**src/rtl/uart_pkg.sv**
```systemverilog
// Shared types and helpers for the UART receive path.
// Optional 8E1 framing is enabled by defining UART_RX_PARITY_EN.
package uart_pkg;

  localparam int UART_DATA_W = 8;

  typedef enum logic [2:0] {
    IDLE,
    START,
    DATA,
    PARITY,
    STOP,
    BREAK
  } rx_state_t;

  // Rounded clock divider that yields one oversample tick.
  function automatic int calc_div(input int clk_hz, input int baud, input int os);
    int rate;
    rate = baud * os;
    return (clk_hz + rate / 2) / rate;
  endfunction

endpackage

```
**src/rtl/sync_fifo.sv**
```systemverilog
// First-word fall-through receive buffer with occupancy count and overrun pulse.
// Occupancy ranges 0..DEPTH; pointers wrap modulo DEPTH (DEPTH is a power of two).
module sync_fifo #(
  parameter int WIDTH = 8,
  parameter int DEPTH = 8
) (
  input  logic                     clk,
  input  logic                     rst_n,
  input  logic                     push,
  input  logic [WIDTH-1:0]         data_in,
  input  logic                     ready,
  output logic [WIDTH-1:0]         data_out,
  output logic                     valid,
  output logic                     full,
  output logic [$clog2(DEPTH):0]   count,
  output logic                     overrun
);

  localparam int AW = $clog2(DEPTH);

  logic [WIDTH-1:0] mem [DEPTH];
  logic [AW-1:0]    wr_ptr;
  logic [AW-1:0]    rd_ptr;
  logic             do_push;
  logic             do_pop;

  assign valid   = (count != '0);
  assign full    = (count == (AW + 1)'(DEPTH));
  assign do_pop  = valid && ready;
  // A pop in the same cycle frees the slot, so a full buffer can still accept.
  assign do_push = push && (!full || do_pop);

  always_ff @(posedge clk) begin
    if (!rst_n) begin
      wr_ptr  <= '0;
      rd_ptr  <= '0;
      count   <= '0;
      overrun <= 1'b0;
    end else begin
      overrun <= push && full && !do_pop;
      if (do_push) wr_ptr <= wr_ptr + 1'b1;
      if (do_pop)  rd_ptr <= rd_ptr + 1'b1;
      case ({do_push, do_pop})
        2'b10:   count <= count + 1'b1;
        2'b01:   count <= count - 1'b1;
        default: ;
      endcase
    end
  end

  // NOTE: storage has no reset; an emptied buffer is defined by the pointers and count alone.
  always_ff @(posedge clk) begin
    if (do_push) mem[wr_ptr] <= data_in;
  end

  assign data_out = valid ? mem[rd_ptr] : '0;

endmodule

```
**src/rtl/uart_rx_fifo.sv**
```systemverilog
// Oversampling 8N1 UART receiver feeding a FWFT byte buffer.
// Define UART_RX_PARITY_EN for 8E1 framing with a parity_err pulse.
module uart_rx_fifo
  import uart_pkg::*;
#(
  parameter int CLK_HZ     = 50000000,
  parameter int BAUD       = 115200,
  parameter int OVERSAMPLE = 16,
  parameter int FIFO_DEPTH = 8
) (
  input  logic                          clk_clk,
  input  logic                          reset_reset_n,
  input  logic                          uart_rxd,
  output logic [UART_DATA_W-1:0]        rx_data,
  output logic                          rx_valid,
  input  logic                          rx_ready,
  output logic                          frame_err,
  output logic                          overrun,
`ifdef UART_RX_PARITY_EN
  output logic                          parity_err,
`endif
  output logic [$clog2(FIFO_DEPTH):0]   fifo_count
);

  localparam int DIV     = calc_div(CLK_HZ, BAUD, OVERSAMPLE);
  localparam int DIV_W   = (DIV > 1) ? $clog2(DIV) : 1;
  localparam int OS_W    = $clog2(OVERSAMPLE);
  localparam int BIT_W   = $clog2(UART_DATA_W);

  localparam logic [DIV_W-1:0] DIV_LAST  = DIV_W'(DIV - 1);
  localparam logic [OS_W-1:0]  HALF_LAST = OS_W'(OVERSAMPLE / 2 - 1);
  localparam logic [OS_W-1:0]  FULL_LAST = OS_W'(OVERSAMPLE - 1);
  localparam logic [BIT_W-1:0] BIT_LAST  = BIT_W'(UART_DATA_W - 1);

  if ((OVERSAMPLE < 8) || (OVERSAMPLE % 2 != 0)) begin : g_bad_os
    $error("OVERSAMPLE must be even and at least 8");
  end
  if ((FIFO_DEPTH < 2) || ((FIFO_DEPTH & (FIFO_DEPTH - 1)) != 0)) begin : g_bad_depth
    $error("FIFO_DEPTH must be a power of two, at least 2");
  end

  // Input synchronizer; idles high so reset never fakes a start edge.
  logic sync1;
  logic rxs;
  logic rxs_prev;

  always_ff @(posedge clk_clk) begin
    if (!reset_reset_n) begin
      sync1    <= 1'b1;
      rxs      <= 1'b1;
      rxs_prev <= 1'b1;
    end else begin
      // NOTE: non-blocking assignments keep the flop chain a true two-stage shift.
      sync1    <= uart_rxd;
      rxs      <= sync1;
      rxs_prev <= rxs;
    end
  end

  rx_state_t               state;
  rx_state_t               state_d;
  logic [OS_W-1:0]         samp_cnt;
  logic [OS_W-1:0]         samp_d;
  logic [BIT_W-1:0]        bit_cnt;
  logic [BIT_W-1:0]        bit_d;
  logic [UART_DATA_W-1:0]  shift;
  logic [UART_DATA_W-1:0]  shift_d;
  logic                    frame_err_d;
  logic                    push;
  logic                    start_edge;
  logic [DIV_W-1:0]        tick_cnt;
  logic                    tick;
`ifdef UART_RX_PARITY_EN
  logic                    par_bad;
  logic                    par_bad_d;
  logic                    parity_err_d;
`endif

  assign start_edge = (state == IDLE) && rxs_prev && !rxs;
  assign tick       = (tick_cnt == DIV_LAST);

  // Free-running divider, re-phased on a start edge so samples land mid-bit.
  always_ff @(posedge clk_clk) begin
    if (!reset_reset_n || start_edge) begin
      tick_cnt <= '0;
    end else if (tick) begin
      tick_cnt <= '0;
    end else begin
      tick_cnt <= tick_cnt + 1'b1;
    end
  end

  always_ff @(posedge clk_clk) begin
    if (!reset_reset_n) begin
      state      <= IDLE;
      samp_cnt   <= '0;
      bit_cnt    <= '0;
      shift      <= '0;
      frame_err  <= 1'b0;
`ifdef UART_RX_PARITY_EN
      par_bad    <= 1'b0;
      parity_err <= 1'b0;
`endif
    end else begin
      state      <= state_d;
      samp_cnt   <= samp_d;
      bit_cnt    <= bit_d;
      shift      <= shift_d;
      frame_err  <= frame_err_d;
`ifdef UART_RX_PARITY_EN
      par_bad    <= par_bad_d;
      parity_err <= parity_err_d;
`endif
    end
  end

  always_comb begin
    // NOTE: every output of this block is defaulted first so no path infers a latch.
    state_d     = state;
    samp_d      = samp_cnt;
    bit_d       = bit_cnt;
    shift_d     = shift;
    frame_err_d = 1'b0;
    push        = 1'b0;
`ifdef UART_RX_PARITY_EN
    par_bad_d    = par_bad;
    parity_err_d = 1'b0;
`endif
    case (state)
      IDLE: begin
        if (start_edge) begin
          state_d = START;
          samp_d  = '0;
        end
      end
      START: begin
        if (tick) begin
          if (samp_cnt == HALF_LAST) begin
            samp_d  = '0;
            bit_d   = '0;
            state_d = rxs ? IDLE : DATA;
          end else begin
            samp_d = samp_cnt + 1'b1;
          end
        end
      end
      DATA: begin
        if (tick) begin
          if (samp_cnt == FULL_LAST) begin
            samp_d  = '0;
            shift_d = {rxs, shift[UART_DATA_W-1:1]};
            bit_d   = bit_cnt + 1'b1;
            if (bit_cnt == BIT_LAST) begin
`ifdef UART_RX_PARITY_EN
              state_d = PARITY;
`else
              state_d = STOP;
`endif
            end
          end else begin
            samp_d = samp_cnt + 1'b1;
          end
        end
      end
`ifdef UART_RX_PARITY_EN
      PARITY: begin
        if (tick) begin
          if (samp_cnt == FULL_LAST) begin
            samp_d       = '0;
            par_bad_d    = rxs ^ (^shift);
            parity_err_d = rxs ^ (^shift);
            state_d      = STOP;
          end else begin
            samp_d = samp_cnt + 1'b1;
          end
        end
      end
`endif
      STOP: begin
        if (tick) begin
          if (samp_cnt == FULL_LAST) begin
            samp_d = '0;
            if (rxs) begin
`ifdef UART_RX_PARITY_EN
              push = !par_bad;
`else
              push = 1'b1;
`endif
              state_d = IDLE;
            end else begin
              frame_err_d = 1'b1;
              state_d     = BREAK;
            end
          end else begin
            samp_d = samp_cnt + 1'b1;
          end
        end
      end
      BREAK: begin
        if (rxs) state_d = IDLE;
      end
      default: state_d = IDLE;
    endcase
  end

  sync_fifo #(
    .WIDTH (UART_DATA_W),
    .DEPTH (FIFO_DEPTH)
  ) u_fifo (
    .clk      (clk_clk),
    .rst_n    (reset_reset_n),
    .push     (push),
    .data_in  (shift),
    .ready    (rx_ready),
    .data_out (rx_data),
    .valid    (rx_valid),
    .full     (),
    .count    (fifo_count),
    .overrun  (overrun)
  );

endmodule
```
**config.mk**
```make
export PLATFORM = sky130hd
export DESIGN_NAME = uart_rx_fifo
export DESIGN_NICKNAME = d
export VERILOG_FILES = /design/src/rtl/uart_pkg.sv /design/src/rtl/sync_fifo.sv /design/src/rtl/uart_rx_fifo.sv
export SDC_FILE = /design/constraint.sdc
export NUM_CORES = 1
export LEC_CHECK = 0
export ABC_AREA = 1
export BUFFER_PORTS_ARGS = -buffer_cell sky130_fd_sc_hd__buf_4
export CAP_MARGIN = 40
export CORE_ASPECT_RATIO = 2
export CORE_MARGIN = 8
export CORE_UTILIZATION = 55
export DETAILED_ROUTE_END_ITERATION = 12
export PLACE_DENSITY = 0.86
export SLEW_MARGIN = 20
export SYNTH_ARGS = -nofsm -noshare
export SYNTH_HDL_FRONTEND = slang
export SYNTH_HIERARCHICAL = 1
export SYNTH_SLANG_ARGS = --single-unit
```
**constraint.sdc**
```tcl
create_clock -name clk_clk -period 2.1 [get_ports clk_clk]
set_input_delay 0.21 -clock clk_clk [delete_from_list [all_inputs] [get_ports clk_clk]]
set_output_delay 0.21 -clock clk_clk [all_outputs]
set_load 0.1 [all_outputs]
```
==> flow_metrics.py <==
metrics = {
    "setup_path": {
        "cp-startpoint": "tick_cnt[0]$_SDFF_PP0_",
        "cp_slowest_cell": "dfxtp_2",
        "start_kind": "flop",
        "cp.arrival_ns": 2.40,
        "cpPeakStageDelay_ns": 0.32,
        "ff2ff_setup_slack_ns": -0.06,
        "crit_end": "u_fifo/count[2]$_SDFFE_PN0P_",
        "rr_worst_depth": 17,
        "crit_type": "flop to flop",
        "cp-end-kind": "flop",
        "r2r-start": "tick_cnt[0]$_SDFF_PP0_",
        "cp_max_fo": 3,
        "critPathMostFrequentCell": "inv_2",
        "critPathRequiredTime_ns": 2.34,
        "cp_cell_sequence": "inv_2 -> ha_4 -> nand3_4 -> nor2_4 -> nand4_1 -> nor2_2 -> inv_2 -> nand4_1 -> nand2_2 -> inv_2 -> ha_4 -> inv_2 -> nand2_2 -> xor2_2 -> nand2_1 -> nand3_1 -> inv_1",
        "reg2reg_to": "u_fifo/count[2]$_SDFFE_PN0P_",
    },
    "clock_network": {
        "postCtsHoldBufs": 0,
        "root_buffer": "clkbuf_16",
        "cts-htree-levels": 3,
        "cts_sinks": 105,
        "cts_tree": "yes",
        "clk_path_buf_depth": 2,
        "clock_latency_ns": 0.34,
        "clk_pin_slew_ns": 0.07,
        "cts_buffers": 9,
    },
    "placed_design": {
        "port_buffers": 18,
        "gp_congestion": 0.951,
        "dp_hpwl_mm": 7.86,
    },
    "layout": {
        "drive_above_1_share_pct": 29.8,
        "nets": 548,
        "fin_util_pct": 71.1,
        "syn2layout_area_growth_pct": 26.6,
        "antenna_cells": 0,
    },
    "timing": {
        "slew_headroom_pct": 67.1,
        "hold_viol_final": 0,
        "setup_slack_ns": -0.0625,
        "fin_crit_sh_pct": 103,
        "tightest_slew_ns": 0.490,
        "setup_viol": 2,
        "rsz0062_at_grt": "yes",
        "finalClockSkew_ns": 0.00689,
        "maxSlewViolCount": 0,
        "timing.fmax_ghz": 0.462,
        "finalCriticalPeriod_ns": 2.16,
    },
    "synthesis": {
        "synth.area.top_cells": "edfxtp_1 42%, dfxtp_1 18%, nor2_1 7.4%",
        "ys_ff_latch": 105,
        "seq_area_frac_synth_pct": 59.7,
        "synth_cell_type_count": 34,
        "synth_common_cells": "90 x nor2_1, 64 x edfxtp_1, 55 x o21ai_0",
        "synth_fa_ha_area_share_pct": 2.18,
        "syn-num-nets": 487,
        "synthMostInstantiatedCell": "nor2_1",
        "syn_area_um2": 4590,
        "yosys.area.top_type_share_pct": 41.8,
        "synth-simple-area-share_pct": 20.8,
        "synth_top_family_by_area": "simple AND/OR/NAND/NOR gates",
        "async_flop_share_pct": 0,
        "synth-edff-count": 64,
        "synth_compound_area_share_pct": 11.1,
        "synth-xor-area-share_pct": 0.763,
        "synthMuxAreaShare_pct": 0,
        "synthCells": 475,
        "syn_avg_cell_area_um2": 9.67,
        "synth_ff_type": "edfxtp_1",
        "netlist.top_cell.by_area": "edfxtp_1",
        "ys_warn_count": 6,
    },
    "global_routing": {
        "antenna_found_initial": 0,
        "grt_first_pass_wirelength_mm": 17.7,
        "overflow": 0,
        "grt_pass1_vias": 3635,
        "grt.total_usage_pct": 19.5,
        "grt_max_degree": 31,
    },
    "route": {
        "via_per_inst": 5.82,
        "drt_pass1_iterations": 5,
        "postRouteAntennaNets": 0,
        "drc_errors": 0,
        "vias": 3717,
        "drtIter0Drc": 308,
        "routed_wl_mm": 11.4,
        "wire_per_inst_um": 17.8,
    },
    "floorplan": {
        "io_pins": 19,
        "start_util_pct": 56.2,
        "rows": 47,
        "die_h_um": 145,
        "fp.dieW_um": 80.6,
        "core_region_area_um2": 8170,
        "die_area_um2": 11700,
    },
    "status": {
        "violations": "setup timing",
        "status": "complete, but fails checks",
    },
    "job": {
        "cap_violations": 0,
    },
    "min_path": {
        "hold_path.class": "input pin to flop",
        "hold_path_depth": 2,
    },
}
-- stage by stage --
step / hold WS [ns] / std cells / setup TNS [ns] / cell area (um^2) / setup WS [ns]
6_report: 0.0573 / 639 / -0.0745 / 5810 / -0.0625
4_1_cts: 0.0536 / 631 / 0 / 5570 / 0.000922
3_5_place_dp: 0.403 / 609 / -0.207 / 5170 / -0.0710
2_1_floorplan: 0.317 / 475 / 0 / 4750 / 0.00988
3_3_place_gp: 0.402 / 609 / 0 / 5170 / 0.0592
5_1_grt: 0.0625 / 639 / -4.22 / 5810 / -0.187
-- kinds of logic (layout without fill, tap and decap cells) --
kind of cell             count (synthesis)  in the layout
AO/OA/AOI/OAI                           96             96
XOR/XNOR                                 4              4
adder cells (fa/ha/maj)                  8              8
buffers and inverters                   59            125
flip-flops                             105            105
AND/OR/NAND/NOR                        203            203
-- worst min path at each step --
stage               slack [ns]             start          endpoint
detailed placement        0.40  sync1$_SDFF_PN1_    rxs$_SDFF_PN1_
global placement          0.40          uart_rxd  sync1$_SDFF_PN1_
CTS                       0.05          uart_rxd  sync1$_SDFF_PN1_
floorplan                 0.32          uart_rxd  sync1$_SDFF_PN1_
global route              0.06          uart_rxd  sync1$_SDFF_PN1_
finish                    0.06          uart_rxd  sync1$_SDFF_PN1_
-- registers in the layout, summed over array words and instances (netlist names), named ones only --
signal / flops
rxs: 1
u_fifo/mem: 64
frame_err: 1
shift: 8
u_fifo/rd_ptr: 3
samp_cnt: 4
sync1: 1
rxs_prev: 1
u_fifo/overrun: 1
u_fifo/wr_ptr: 3
bit_cnt: 3
tick_cnt: 5
u_fifo/count: 4
state: 3
-- worst max-delay path, delay by kind of cell, from the launching register on --
family | cells | cell delay [ns]
and+or+nand+nor | 9 | 1.04
buffers and inverters | 5 | 0.29
xor gates and xnor gates | 1 | 0.16
DFF | 1 | 0.32
adders and majority gates | 2 | 0.26
-- per-layer routing --
metal | wire length (um) | GRT usage (%)
met1 | 3710 | 17.7
met4 | 621 | 11.0
met3 | 424 | 3.59
met5 | 0 | 0
met2 | 6610 | 37.1
-- cell usage in the layout (no fill, tap or decap), drive strengths merged --
| cell | instances |
|---|---|
| nor2 | 97 |
| nand2 | 67 |
| buf | 65 |
| edfxtp | 64 |
| o21ai | 58 |
| inv | 47 |
| dfxtp | 41 |
| nand3 | 27 |
| a21oi | 19 |
| clkbuf | 9 |
| o22ai | 8 |
| a31oi | 8 |
| ha | 8 |
| nand4 | 7 |
| xor2 | 4 |
| or2 | 3 |
| clkinv | 3 |
| o21a | 2 |
| clkinvlp | 1 |
| nor4 | 1 |
| o211ai | 1 |
| nor3 | 1 |
-- layout make-up --
cell class | instances | area, um^2
timing repair buffer | 65 | 602
inverter | 44 | 168
sequential | 105 | 2760
tap | 98 | 123
clock buffer | 9 | 225
fill | 532 | 2360
multi-input combinational | 311 | 1870
clock inverter | 7 | 57.6
-- timing repair --
| action | in CTS | in global routing |
|---|---|---|
| buffers inserted | 6 | 10 |
| setup endpoints to repair | 73 | 74 |
| resized for setup | 28 | 53 |
| pin swaps | 7 | 17 |
Power is left out: the tool's default activity adds up to more than one toggle a clock period on the data nets, which glitch-free logic cannot reach.
